### src/rtl/gnpu_cop_pkg.sv
// gnpu_cop_pkg
//   Shared definitions for the gnpu coprocessor dispatch front end:
//   custom-1 opcode, funct3 encodings, the internal operation enum,
//   response status codes, the instruction-queue entry layout and the
//   instruction decoder.
package gnpu_cop_pkg;

    // Operand width carried in a queue entry; the dispatch REG_W must match.
    localparam int COP_REG_W = 32;

    localparam logic [6:0] COP_OPCODE    = 7'b0101011;

    localparam logic [2:0] F3_PRELOADC   = 3'b001;
    localparam logic [2:0] F3_TMMA       = 3'b010;
    localparam logic [2:0] F3_POSTSTOREC = 3'b011;
    localparam logic [2:0] F3_PRELOADA   = 3'b100;

    typedef enum logic [2:0] {
        OP_PLC,
        OP_PLA,
        OP_MMA,
        OP_STC,
        OP_ILL
    } cop_op_e;

    localparam logic [1:0] ST_OK  = 2'd0;
    localparam logic [1:0] ST_ILL = 2'd1;

    typedef struct packed {
        cop_op_e                op;
        logic [2:0]             funct3;
        logic [COP_REG_W-1:0]   rs1;
        logic [COP_REG_W-1:0]   rs2;
        logic [COP_REG_W-1:0]   rs3;
    } cop_entry_t;

    function automatic cop_op_e cop_decode(input logic [6:0] opcode,
                                           input logic [2:0] funct3);
        cop_op_e op;
        op = OP_ILL;
        if (opcode == COP_OPCODE) begin
            case (funct3)
                F3_PRELOADC:   op = OP_PLC;
                F3_PRELOADA:   op = OP_PLA;
                F3_TMMA:       op = OP_MMA;
                F3_POSTSTOREC: op = OP_STC;
                default:       op = OP_ILL;
            endcase
        end
        return op;
    endfunction

endpackage

### src/rtl/gnpu_cop_fifo.sv
// gnpu_cop_fifo
//   Synchronous in-order queue of cop_entry_t. Head entry is presented
//   combinationally on rdata while the queue is not empty.
//   Ports:
//     clk, rst      clock, asynchronous active-high reset
//     push, wdata   write one entry (caller guarantees !full)
//     pop           drop the head entry (caller guarantees !empty)
//     rdata         head entry
//     empty, full   occupancy flags
//     count         current number of entries
import gnpu_cop_pkg::*;

module gnpu_cop_fifo #(
    parameter int DEPTH = 4,
    localparam int AW = (DEPTH > 1) ? $clog2(DEPTH) : 1,
    localparam int CW = $clog2(DEPTH + 1)
) (
    input  logic            clk,
    input  logic            rst,
    input  logic            push,
    input  cop_entry_t      wdata,
    input  logic            pop,
    output cop_entry_t      rdata,
    output logic            empty,
    output logic            full,
    output logic [CW-1:0]   count
);

    cop_entry_t    mem [DEPTH];
    logic [AW-1:0] wr_ptr;
    logic [AW-1:0] rd_ptr;

    // Storage holds payload only, so it is not reset.
    always_ff @(posedge clk) begin
        if (push) begin
            mem[wr_ptr] <= wdata;
        end
    end

    // DEPTH is a power of two, so the pointers wrap by natural overflow.
    always_ff @(posedge clk or posedge rst) begin
        if (rst) begin
            wr_ptr <= '0;
            rd_ptr <= '0;
            count  <= '0;
        end else begin
            if (push) wr_ptr <= wr_ptr + 1'b1;
            if (pop)  rd_ptr <= rd_ptr + 1'b1;
            count <= count + CW'(push) - CW'(pop);
        end
    end

    assign rdata = mem[rd_ptr];
    assign empty = (count == '0);
    assign full  = (count == CW'(DEPTH));

endmodule

### src/rtl/gnpu_cop_dispatch.sv
// gnpu_cop_dispatch
//   Front end of gnpu. Accepts custom-1 coprocessor instructions from the
//   CPU, queues them in order, issues each one to the load, MMA or store
//   unit while honouring load->tmma->poststorec ordering, and returns one
//   acknowledge word per instruction.
//   Ports:
//     clk, rst                         clock, asynchronous active-high reset
//     cpu_tpu_req_*                    CPU request channel (insn + 3 operands)
//     cpu_tpu_resp_*                   response channel {seq, funct3, status}
//     ld_/mma_/st_cmd_vld_o, _rdy_i    unit command handshakes
//     ld_cmd_is_c_o                    1 = preloadc, 0 = preloada
//     cmd_rs1_o..cmd_rs3_o             operands of the queue head
//     ld_/mma_/st_done_i               single-cycle completion pulses
//     idle_o                           nothing queued, pending or outstanding
//     err_o                            sticky: completion with nothing outstanding
import gnpu_cop_pkg::*;

module gnpu_cop_dispatch #(
    parameter int INST_W  = 32,
    parameter int REG_W   = 32,
    parameter int DEPTH   = 4,
    parameter int MAX_OUT = 3
) (
    input  logic              clk,
    input  logic              rst,
    input  logic              cpu_tpu_req_vld_i,
    output logic              cpu_tpu_req_rdy_o,
    input  logic [INST_W-1:0] cpu_tpu_req_insn_i,
    input  logic [REG_W-1:0]  cpu_tpu_req_rs1_data_i,
    input  logic [REG_W-1:0]  cpu_tpu_req_rs2_data_i,
    input  logic [REG_W-1:0]  cpu_tpu_req_rs3_data_i,
    output logic              cpu_tpu_resp_vld_o,
    input  logic              cpu_tpu_resp_rdy_i,
    output logic [REG_W-1:0]  cpu_tpu_resp_data_o,
    output logic              ld_cmd_vld_o,
    input  logic              ld_cmd_rdy_i,
    output logic              ld_cmd_is_c_o,
    output logic              mma_cmd_vld_o,
    input  logic              mma_cmd_rdy_i,
    output logic              st_cmd_vld_o,
    input  logic              st_cmd_rdy_i,
    output logic [REG_W-1:0]  cmd_rs1_o,
    output logic [REG_W-1:0]  cmd_rs2_o,
    output logic [REG_W-1:0]  cmd_rs3_o,
    input  logic              ld_done_i,
    input  logic              mma_done_i,
    input  logic              st_done_i,
    output logic              idle_o,
    output logic              err_o
);

    localparam int CNT_W = $clog2(MAX_OUT + 1);
    localparam int QCW   = $clog2(DEPTH + 1);
    localparam logic [CNT_W-1:0] MAX_CNT = CNT_W'(MAX_OUT);

    function automatic logic [CNT_W-1:0] cnt_upd(input logic [CNT_W-1:0] c,
                                                 input logic inc,
                                                 input logic dec);
        logic [CNT_W-1:0] n;
        n = c;
        if (inc && !dec)                 n = c + 1'b1;
        else if (dec && !inc && c != '0) n = c - 1'b1;
        return n;
    endfunction

    function automatic logic cnt_underflow(input logic [CNT_W-1:0] c,
                                           input logic inc,
                                           input logic dec);
        return dec && !inc && (c == '0);
    endfunction

    cop_entry_t        req_entry;
    cop_entry_t        head;
    logic              q_empty;
    logic              q_full;
    logic [QCW-1:0]    q_count;
    logic [QCW-1:0]    q_count_nxt;
    logic              push;
    logic              pop;
    logic              req_rdy_q;

    logic              resp_vld_q;
    logic [REG_W-1:0]  resp_data_q;
    logic [REG_W-1:0]  resp_word;
    logic [7:0]        seq_q;

    logic [CNT_W-1:0]  ld_cnt;
    logic [CNT_W-1:0]  mma_cnt;
    logic [CNT_W-1:0]  st_cnt;
    logic              err_q;

    logic              slot_free;
    logic              head_ok;
    logic              ld_vld;
    logic              mma_vld;
    logic              st_vld;
    logic              ill_retire;
    logic              ld_hs;
    logic              mma_hs;
    logic              st_hs;

    // Only opcode and funct3 participate in decode.
    logic              unused_insn_bits;
    assign unused_insn_bits = ^{cpu_tpu_req_insn_i[INST_W-1:15], cpu_tpu_req_insn_i[11:7], q_full};

    always_comb begin
        req_entry        = '0;
        req_entry.op     = cop_decode(cpu_tpu_req_insn_i[6:0], cpu_tpu_req_insn_i[14:12]);
        req_entry.funct3 = cpu_tpu_req_insn_i[14:12];
        req_entry.rs1    = cpu_tpu_req_rs1_data_i;
        req_entry.rs2    = cpu_tpu_req_rs2_data_i;
        req_entry.rs3    = cpu_tpu_req_rs3_data_i;
    end

    assign push = cpu_tpu_req_vld_i && req_rdy_q;

    gnpu_cop_fifo #(
        .DEPTH (DEPTH)
    ) u_fifo (
        .clk   (clk),
        .rst   (rst),
        .push  (push),
        .wdata (req_entry),
        .pop   (pop),
        .rdata (head),
        .empty (q_empty),
        .full  (q_full),
        .count (q_count)
    );

    // Issue. Every condition that gates a command can only become more
    // permissive while the head waits, so an asserted vld holds until rdy.
    always_comb begin
        slot_free  = !resp_vld_q || cpu_tpu_resp_rdy_i;
        head_ok    = !q_empty && slot_free;
        ld_vld     = head_ok && (head.op == OP_PLC || head.op == OP_PLA) && (ld_cnt < MAX_CNT);
        mma_vld    = head_ok && (head.op == OP_MMA) && (ld_cnt == '0) && (mma_cnt < MAX_CNT);
        st_vld     = head_ok && (head.op == OP_STC) && (mma_cnt == '0) && (st_cnt < MAX_CNT);
        ill_retire = head_ok && (head.op == OP_ILL);
        ld_hs      = ld_vld && ld_cmd_rdy_i;
        mma_hs     = mma_vld && mma_cmd_rdy_i;
        st_hs      = st_vld && st_cmd_rdy_i;
        pop        = ld_hs || mma_hs || st_hs || ill_retire;
    end

    always_comb begin
        resp_word        = '0;
        resp_word[1:0]   = (head.op == OP_ILL) ? ST_ILL : ST_OK;
        resp_word[4:2]   = head.funct3;
        resp_word[15:8]  = seq_q;
    end

    // Ready is registered: it reflects the occupancy after this edge.
    assign q_count_nxt = q_count + QCW'(push) - QCW'(pop);

    always_ff @(posedge clk or posedge rst) begin
        if (rst) begin
            req_rdy_q <= 1'b0;
        end else begin
            req_rdy_q <= (q_count_nxt != QCW'(DEPTH));
        end
    end

    // Response slot: loaded on retire, which already requires it to be free.
    always_ff @(posedge clk or posedge rst) begin
        if (rst) begin
            resp_vld_q  <= 1'b0;
            resp_data_q <= '0;
            seq_q       <= '0;
        end else if (pop) begin
            resp_vld_q  <= 1'b1;
            resp_data_q <= resp_word;
            seq_q       <= seq_q + 1'b1;
        end else if (resp_vld_q && cpu_tpu_resp_rdy_i) begin
            resp_vld_q  <= 1'b0;
        end
    end

    always_ff @(posedge clk or posedge rst) begin
        if (rst) begin
            ld_cnt  <= '0;
            mma_cnt <= '0;
            st_cnt  <= '0;
            err_q   <= 1'b0;
        end else begin
            ld_cnt  <= cnt_upd(ld_cnt,  ld_hs,  ld_done_i);
            mma_cnt <= cnt_upd(mma_cnt, mma_hs, mma_done_i);
            st_cnt  <= cnt_upd(st_cnt,  st_hs,  st_done_i);
            if (cnt_underflow(ld_cnt,  ld_hs,  ld_done_i)  ||
                cnt_underflow(mma_cnt, mma_hs, mma_done_i) ||
                cnt_underflow(st_cnt,  st_hs,  st_done_i)) begin
                err_q <= 1'b1;
            end
        end
    end

    assign cpu_tpu_req_rdy_o   = req_rdy_q;
    assign cpu_tpu_resp_vld_o  = resp_vld_q;
    assign cpu_tpu_resp_data_o = resp_data_q;
    assign ld_cmd_vld_o        = ld_vld;
    assign mma_cmd_vld_o       = mma_vld;
    assign st_cmd_vld_o        = st_vld;
    assign ld_cmd_is_c_o       = !q_empty && (head.op == OP_PLC);
    assign cmd_rs1_o           = q_empty ? '0 : head.rs1;
    assign cmd_rs2_o           = q_empty ? '0 : head.rs2;
    assign cmd_rs3_o           = q_empty ? '0 : head.rs3;
    assign idle_o              = q_empty && !resp_vld_q &&
                                 (ld_cnt == '0) && (mma_cnt == '0) && (st_cnt == '0);
    assign err_o               = err_q;

endmodule

### config.mk
export PLATFORM = sky130hd
export DESIGN_NAME = gnpu_cop_dispatch
export DESIGN_NICKNAME = d
export VERILOG_FILES = /design/src/rtl/gnpu_cop_pkg.sv /design/src/rtl/gnpu_cop_fifo.sv /design/src/rtl/gnpu_cop_dispatch.sv
export SDC_FILE = /design/constraint.sdc
export NUM_CORES = 1
export LEC_CHECK = 0
export ABC_AREA = 1
export BUFFER_PORTS_ARGS = -buffer_cell sky130_fd_sc_hd__buf_4
export CAP_MARGIN = 20
export CORE_MARGIN = 2
export CORE_UTILIZATION = 40
export DETAILED_ROUTE_END_ITERATION = 12
export HOLD_SLACK_MARGIN = 0.12
export PLACE_DENSITY = 0.62
export SYNTH_ARGS = -nofsm -noshare
export SYNTH_HDL_FRONTEND = slang
export SYNTH_HIERARCHICAL = 1
export SYNTH_SLANG_ARGS = --single-unit
export TNS_END_PERCENT = 10
### constraint.sdc
create_clock -name clk -period 3.5 [get_ports clk]
set_input_delay 0.7 -clock clk [delete_from_list [all_inputs] [get_ports clk]]
set_output_delay 0.7 -clock clk [all_outputs]
set_load 0.1 [all_outputs]
; ---- After elaboration in Yosys (flattened, before gate mapping)
; Memories as Yosys holds them, arrays and structs flattened.
; Cells that the tools add are included.
[word_totals]
inputBits = 138
mem_bits_rw = 408
ff_bits = 37
memories = 1
out_inout_bits = 136
[op_classes]
n_reduce_logical = 59
add_sub_neg = 11
order_cmp = 3
muxes = 16
n_eq_ne = 10
[mem_list]
columns = memory, depth, word_bits, read_ports, rd_ports_with_merged_regs, write_ports, line_no
row1 = u_fifo.mem, 4, 102, 1, 0, 1, gnpu_cop_fifo.sv:29  ; cop_entry_t mem [DEPTH];
[ops]
columns = operator, n
row1 = 32-bit 2-to-1 mux, 3
row2 = 1-bit logical AND, 32
row3 = 2-bit nonzero test, 7
row4 = "3-bit by 2-bit == test with 1-bit output, second input constant", 4
row5 = 2-bit 2-to-1 mux, 6
row6 = 3-bit one-hot mux with 4 select lines, 1
row7 = "2-bit by 1-bit adder with 2-bit output, second input constant", 5
row8 = "8-bit by 1-bit adder with 8-bit output, second input constant", 1
row9 = 1-bit zero test, 8
row10 = "7-bit by 6-bit == test with 1-bit output, second input constant", 1
row11 = 1-bit logical OR, 7
row12 = "3-bit by 1-bit == test with 1-bit output, second input constant", 2
row13 = "3-bit == test, second input constant", 2
row14 = 2-bit zero test, 3
row15 = 3-bit zero test, 2
row16 = "2-bit < comparator, second input constant", 3
row17 = "2-bit by 1-bit subtractor with 2-bit output, second input constant", 3
row18 = 1-bit 2-to-1 mux, 5
row19 = 3-bit by 1-bit adder with 3-bit output, 1
row20 = 3-bit 2-to-1 mux, 1
row21 = "3-bit inequality test, second input constant", 1
row22 = 3-bit by 1-bit subtractor with 3-bit output, 1

; ---- Logic depth before layout (Yosys ltp)
; Gate-level depths: netlist (run 1).
[depth]
word_depth = 12
depth_mapped = 22
mapped_depth_nobuf = 18

; ---- Hierarchy
; Netlist (run 1), hierarchy kept.
[modules_own_cells]
columns = module, instances, area_each_um2, cells_each, seq_area_each_um2
row1 = gnpu_cop_fifo, 1, 17520.6, 1645, 12426.9
row2 = gnpu_cop_dispatch, 1, 2787.7, 451, 725.7

; ---- Worst setup path before layout (run 1)
; Ideal clock, no wire load.
[synth_timing]
path_type = reg2out
from = reg u_fifo.rd_ptr[0]
to = out st_cmd_vld_o
n_path_buf = 3
path_stages_with_launch = 11
path_slack_ps = -1326
t_arrival_ps = 4126
path_cell_list = dfrtp_1 buf_4 inv_2 buf_6 buf_4 nand2_1 nand3_1 nand2_1 inv_1 nand2_1 nor4_1
[synth_lines]
columns = item, line_no
row1 = from (decl), gnpu_cop_fifo.sv:31  ; logic [AW-1:0] rd_ptr;
row2 = from (signal assigned), gnpu_cop_fifo.sv:48  ; if (pop) rd_ptr <= rd_ptr + 1'b1;
row3 = to (decl), gnpu_cop_dispatch.sv:40  ; output logic st_cmd_vld_o,

==> results.md, run 1 <==
- Status: completed
- Worst setup margin: ~260 ps
- Pin count of the biggest net entering global routing: 109
- Num CTS Buffers: 49
- Wire per inst: 14.6 µm
- # IOs: 274
- Startpoint types: flip-flop
- Final Critical Period: 3240 ps
- Net count reported at finish: 2462
- RSZ-0062 raised after global routing: no
- Yosys warning count: 6
- Final setup fails: 0
- ANT cells: 0
- Tcrit/Tclk final: 92.5%
- Crit-path max FO: 96
- Die W: around 230 µm
- Row cnt: 82
- H-tree lvl count: 2
- Area Overhead vs Synth: 19.9%
- CORE AREA: between 50000 and 60000 µm²
- Hpwl dp: approximately 25000 µm
- Vias/cell: 4.49
- Final cell count without fillers: 3024
- Cells after synthesis: 2095
- Routed WL: 44100 µm
- Share of cells above drive strength 1: 16.5%
- Max-slew violation count: 0
- GRT Resource Usage Total: 16.9%
- Die Ht: 229 µm
- Clk slew on worst S/H paths: ~60 ps
- First-pass GRT wire length: around 70000 µm
- Drt first pass iters: 7
- Pre-CTS setup slack: 540 ps
- GRT Residual Overflow: 0
- Initial Utilization: 40.5%
- Max Clk Rate: 309 MHz
- Crit path DAT: 2540 ps
- Worst hold path type: primary input to flip-flop
- CTS tree: built
- Final ANT Viol Nets: 0
- Vias in the first global route: roughly 13000
- Worst-Skew Late Latency: 590 ps
- Gp weighted congestion: 0.779
- Via count: 13600
- Synth Cell Area: 20300 µm²
- Initial antenna violation count: 3
- Drt initial violations: 807
- Number of cells after detailed placement: a little under 3000
- Skew final: between 10 and 15 ps
- Final Util: 48.5%
- Relative slew slack: between 50% and 60%
- Max Buffers Root-to-Sink: 3
- IO Port Bufs: 231
- Die ar.: 52600 µm²
- Measured slew at the worst slew-check pin: 686 ps
- Sink Count: 444
- CP required: approximately 2800 ps
- Residual DRC count: 0
- Syn avg cell area: 9.69 µm²
- Critical path class: flip-flop to output port
- CTS root buf: clkbuf_16
- Max-Cap Viols: 0
- Setup repair bufs after CTS: 0
- Nature of the critical path endpoint: output port
- Hold Fails Final Rpt: 0
[registers in the layout, indices dropped and copies added (netlist names)]
signal,cells
cpu_tpu_req_rdy_o,1
cpu_tpu_resp_data_o,12
cpu_tpu_resp_vld_o,1
err_o,1
ld_cnt,2
mma_cnt,2
seq_q,8
st_cnt,2
u_fifo/count,3
u_fifo/mem,408
u_fifo/rd_ptr,2
u_fifo/wr_ptr,2
[per-layer routing]
| metal | global-route usage, % | wire length (µm) | vias to the layer above |
|---|---|---|---|
| met2 | 28.4 | 21100 | 337 |
| met1 | 21.8 | 19300 | 6348 |
| li1 | - | - | 6827 |
| met5 | 0 | 41 | - |
| met4 | 4.93 | 818 | 6 |
| met3 | 3.78 | 2840 | 60 |
[layout by cell type, fill, tap and decap left out, types with 2 or more instances in the layout]
master	count
nor2_1	110
ha_1	9
buf_4	238
clkinv_2	9
edfxtp_1	408
clkinv_1	14
nor2_2	2
nand3b_1	2
or2_2	2
nand3_1	223
nor3_2	2
inv_8	2
nor4_2	3
clkbuf_16	50
clkbuf_1	4
inv_1	535
xor2_1	6
conb_1	20
o21ai_0	2
dfrtp_4	2
nand2_1	561
xnor2_1	4
clkinvlp_4	2
buf_6	3
buf_12	13
nand3_2	2
nand4_1	25
nor2_4	4
inv_4	5
bufinv_16	6
dfrtp_1	34
nand2_2	34
fa_1	2
clkinv_4	2
[path summary, 6_finish.rpt]
kind,start,endpoint,slack [ps],cells past startpoint
setup / recovery,u_fifo/rd_ptr[0]$_DFFE_PP0P_,cmd_rs2_o[23],260,8
hold / removal,cpu_tpu_req_rs2_data_i[11],u_fifo/mem[0][43]$_DFFE_PP_,310,1
setup reg to reg,u_fifo/rd_ptr[0]$_DFFE_PP0P_,cpu_tpu_req_rdy_o$_DFF_PP0_,540,15
hold reg to reg,cpu_tpu_resp_data_o[9]$_DFFE_PP0P_,cpu_tpu_resp_data_o[9]$_DFFE_PP0P_,530,2
max in group asynchronous,rst,ld_cnt[0]$_DFFE_PP0P_,2400,4
min in group asynchronous,rst,cpu_tpu_req_rdy_o$_DFF_PP0_,550,3
[per-stage QoR]
stage / instance area, µm² / hold WS [ps] / TNS [ps]
4_1_cts: 24300 / 266 / 0
5_1_grt: 24300 / 284 / 0
3_3_place_gp: 22700 / 510 / 0
2_1_floorplan: 20400 / 494 / -121990
6_report: 24300 / 306 / 0
3_5_place_dp: 22700 / 516 / 0
[area by class of cell]
| type | instances | area (µm²) |
|---|---|---|
| fillers | 4547 | 25800 |
| flip-flops and latches | 444 | 13200 |
| multi-input cells | 1020 | 4570 |
| repair buffers | 255 | 2090 |
| inverters | 543 | 2060 |
| clock buffers | 54 | 1270 |
| well taps | 672 | 841 |
| clock inverters | 36 | 362 |
[repair_timing]
item,CTS,global route
hold endpoints to repair,8,0
setup endpoints to repair,0,48
gates resized for setup,0,3
hold buffers,1,0
[worst max-delay path, cell delays in order, from the launching register on]
cell and delay (ps):
dfrtp_4 640, inv_6 110, buf_12 230, nand2_1 120, nand3_1 70, nand2_1 90, inv_1 40, nor2_1 190
buf_4 340
Power of run 1 is left out: the tool's default activity adds up to more than one toggle a clock period on the data nets, which glitch-free logic cannot reach.
==> run 2, diff against run 1 <==
- GPL_TIMING_DRIVEN: unset -> 0
==> results.md, run 2 (synthesized netlist as in run 1, its figures left out) <==
- CP cell instances: nor3_1 > buf_4 > buf_4 > buf_2 > nor2_1 > buf_4
- Commonest non-fill, non-tap cells in the layout: nand2_1 (560), inv_1 (535), edfxtp_1 (408)
- Final ANT Viol Nets: 0
- Hold EP: u_fifo/mem[0][73]$_DFFE_PP_
- Final cell count without fillers: 3119
- Fill cells: ~4500
- CP required: 2800 ps
- Initial Utilization: 40.5%
- Max Clk Rate: between 300 and 400 MHz
- Gp weighted congestion: 0.774
- Worst r2r dst: cpu_tpu_req_rdy_o$_DFF_PP0_
- Reg2reg start: u_fifo/rd_ptr[0]$_DFFE_PP0P_
- Sequential Area: 13200 µm²
- H-tree lvl count: 2
- Setup repair bufs after CTS: 0
- Worst-Skew Late Latency: 590 ps
- Status: completed
- Routed WL: 50300 µm
- CTS tree: built
- CORE AREA: 50200 µm²
- Row cnt: 82
- R2R depth: 18
- Hpwl dp: about 32000 µm
- Die W: 229 µm
- GRT Residual Overflow: 0
- Die ar.: 52600 µm²
- Net count reported at finish: about 2600
- Skew final: 15.1 ps
- Tcrit/Tclk final: ~95%
- CP max stage delay: 430 ps
- Vias in the first global route: 14100
- Critical path class: flip-flop to output port
- Max Buffers Root-to-Sink: 3
- Num CTS Buffers: 50
- Clk slew on worst S/H paths: 60 ps
- Drt initial violations: about 850
- Hold path start: cpu_tpu_req_rs1_data_i[9]
- Max reg flops: approximately 410
- Largest reg by FF count: u_fifo/mem
- # IOs: 274
- First-pass GRT wire length: a little under 80000 µm
- Sink Count: 444
- CP dominant cell by count: buf_4
- Measured slew at the worst slew-check pin: 861 ps
- Area occupied by multi-input gates: ~4600 µm²
- IO Port Bufs: 231
- Share of cells above drive strength 1: about a fifth
- Pin count of the biggest net entering global routing: 77
- R2r setup slk: 220 ps
- Commonest non-fill, non-tap cell in the layout: nand2_1
- Drt first pass iters: 5
- Area Overhead vs Synth: 22.5%
- Initial antenna violation count: 7
- Crit path DAT: 2610 ps
- Hold Fails Final Rpt: 0
- Worst hold path type: primary input to flip-flop
- Startpoint types: flip-flop
- GRT Resource Usage Total: a little under a fifth
- CTS root buf: clkbuf_16
- Residual DRC count: 0
- Max-slew violation count: 0
- Vias/cell: 4.54
- Hold Path Cell Cnt: 1
- Crit-path max FO: 10
- Die Ht: 229 µm
- Relative slew slack: 42.5%
- CP max-delay cell: dfrtp_1
- Max-Cap Viols: 0
- RSZ-0062 raised after global routing: no
- Number of cells after detailed placement: 3024
- Final setup fails: 0
- Nature of the critical path endpoint: output port
- Wire per inst: 16.1 µm
- Via count: 14200
- Final Critical Period: 3310 ps
[run 2: cell count changes in the layout (fill, tap and decap cells not counted), moves of 3 or more]
| cell | delta |
|---|---|
| buf_12 | -10 |
| buf_2 | +35 |
| buf_6 | +7 |
| clkinv_1 | -6 |
| clkinvlp_4 | +3 |
| buf_16 | +4 |
| buf_8 | +4 |
| clkbuf_1 | +23 |
| buf_4 | +30 |
| inv_4 | -3 |
| buf_1 | +3 |
[run 2: worst max path at each step]
stage / from / cells past startpoint / slack [ps] / to
after global routing: u_fifo/rd_ptr[0]$_DFFE_PP0P_ / 18 / 9 / cpu_tpu_req_rdy_o$_DFF_PP0_
after CTS: u_fifo/rd_ptr[0]$_DFFE_PP0P_ / 11 / -60 / st_cmd_vld_o
after floorplan: cpu_tpu_req_rdy_o$_DFF_PP0_ / 5 / -400 / u_fifo/mem[1][0]$_DFFE_PP_
after detailed placement: u_fifo/rd_ptr[1]$_DFFE_PP0P_ / 19 / -240 / u_fifo/count[2]$_DFF_PP0_
after global placement: cpu_tpu_req_vld_i / 6 / -2120 / u_fifo/mem[2][45]$_DFFE_PP_
final: u_fifo/count[1]$_DFF_PP0_ / 6 / 190 / cmd_rs2_o[26]
[run 2: what timing repair did]
action                     4_1_cts  5_1_grt
hold endpoints to repair         7        0
resized for setup               11       18
hold buffers                     1        0
setup endpoints to repair       43        9
[run 2: layout make-up]
| type | count | share of cell area, % |
|---|---|---|
| diodes | 1 | 0.0101 |
| plain buffers | 106 | 2.80 |
| clock buffers | 64 | 5.33 |
| clock inverters | 30 | 1.24 |
| inverters | 543 | 8.29 |
| multi-input cells | 1020 | 18.4 |
| flip-flops and latches | 444 | 52.9 |
| well taps | 672 | 3.38 |
| repair buffers | 239 | 7.74 |
[run 2: stage by stage]
step	worst slack (ps)	hold WS (ps)	area (µm²)	setup TNS [ps]	util, %
finish	188	309	24900	0	49.6
global route	8.88	288	24900	0	49.6
CTS	-59.8	274	24800	-104	49.5
detailed placement	-235	517	23200	-451	46.2
global placement	-2120	508	23000	-748300	45.8
floorplan	-398	494	20400	-121990	-
[run 2: layer usage]
metal,GRT usage (%),up-vias,wire [µm]
li1,-,7019,-
met1,23.7,6603,20900
met2,33.3,428,24500
met3,4.36,96,3670
met4,5.84,10,1140
met5,0,-,62
[run 2: critical path, delay by kind of cell (launching register included)]
kind | cells | cell delay, ps
buf+inv | 4 | 1240
flops | 1 | 430
simple gates | 2 | 350
Power of run 2 is left out for the same reason.
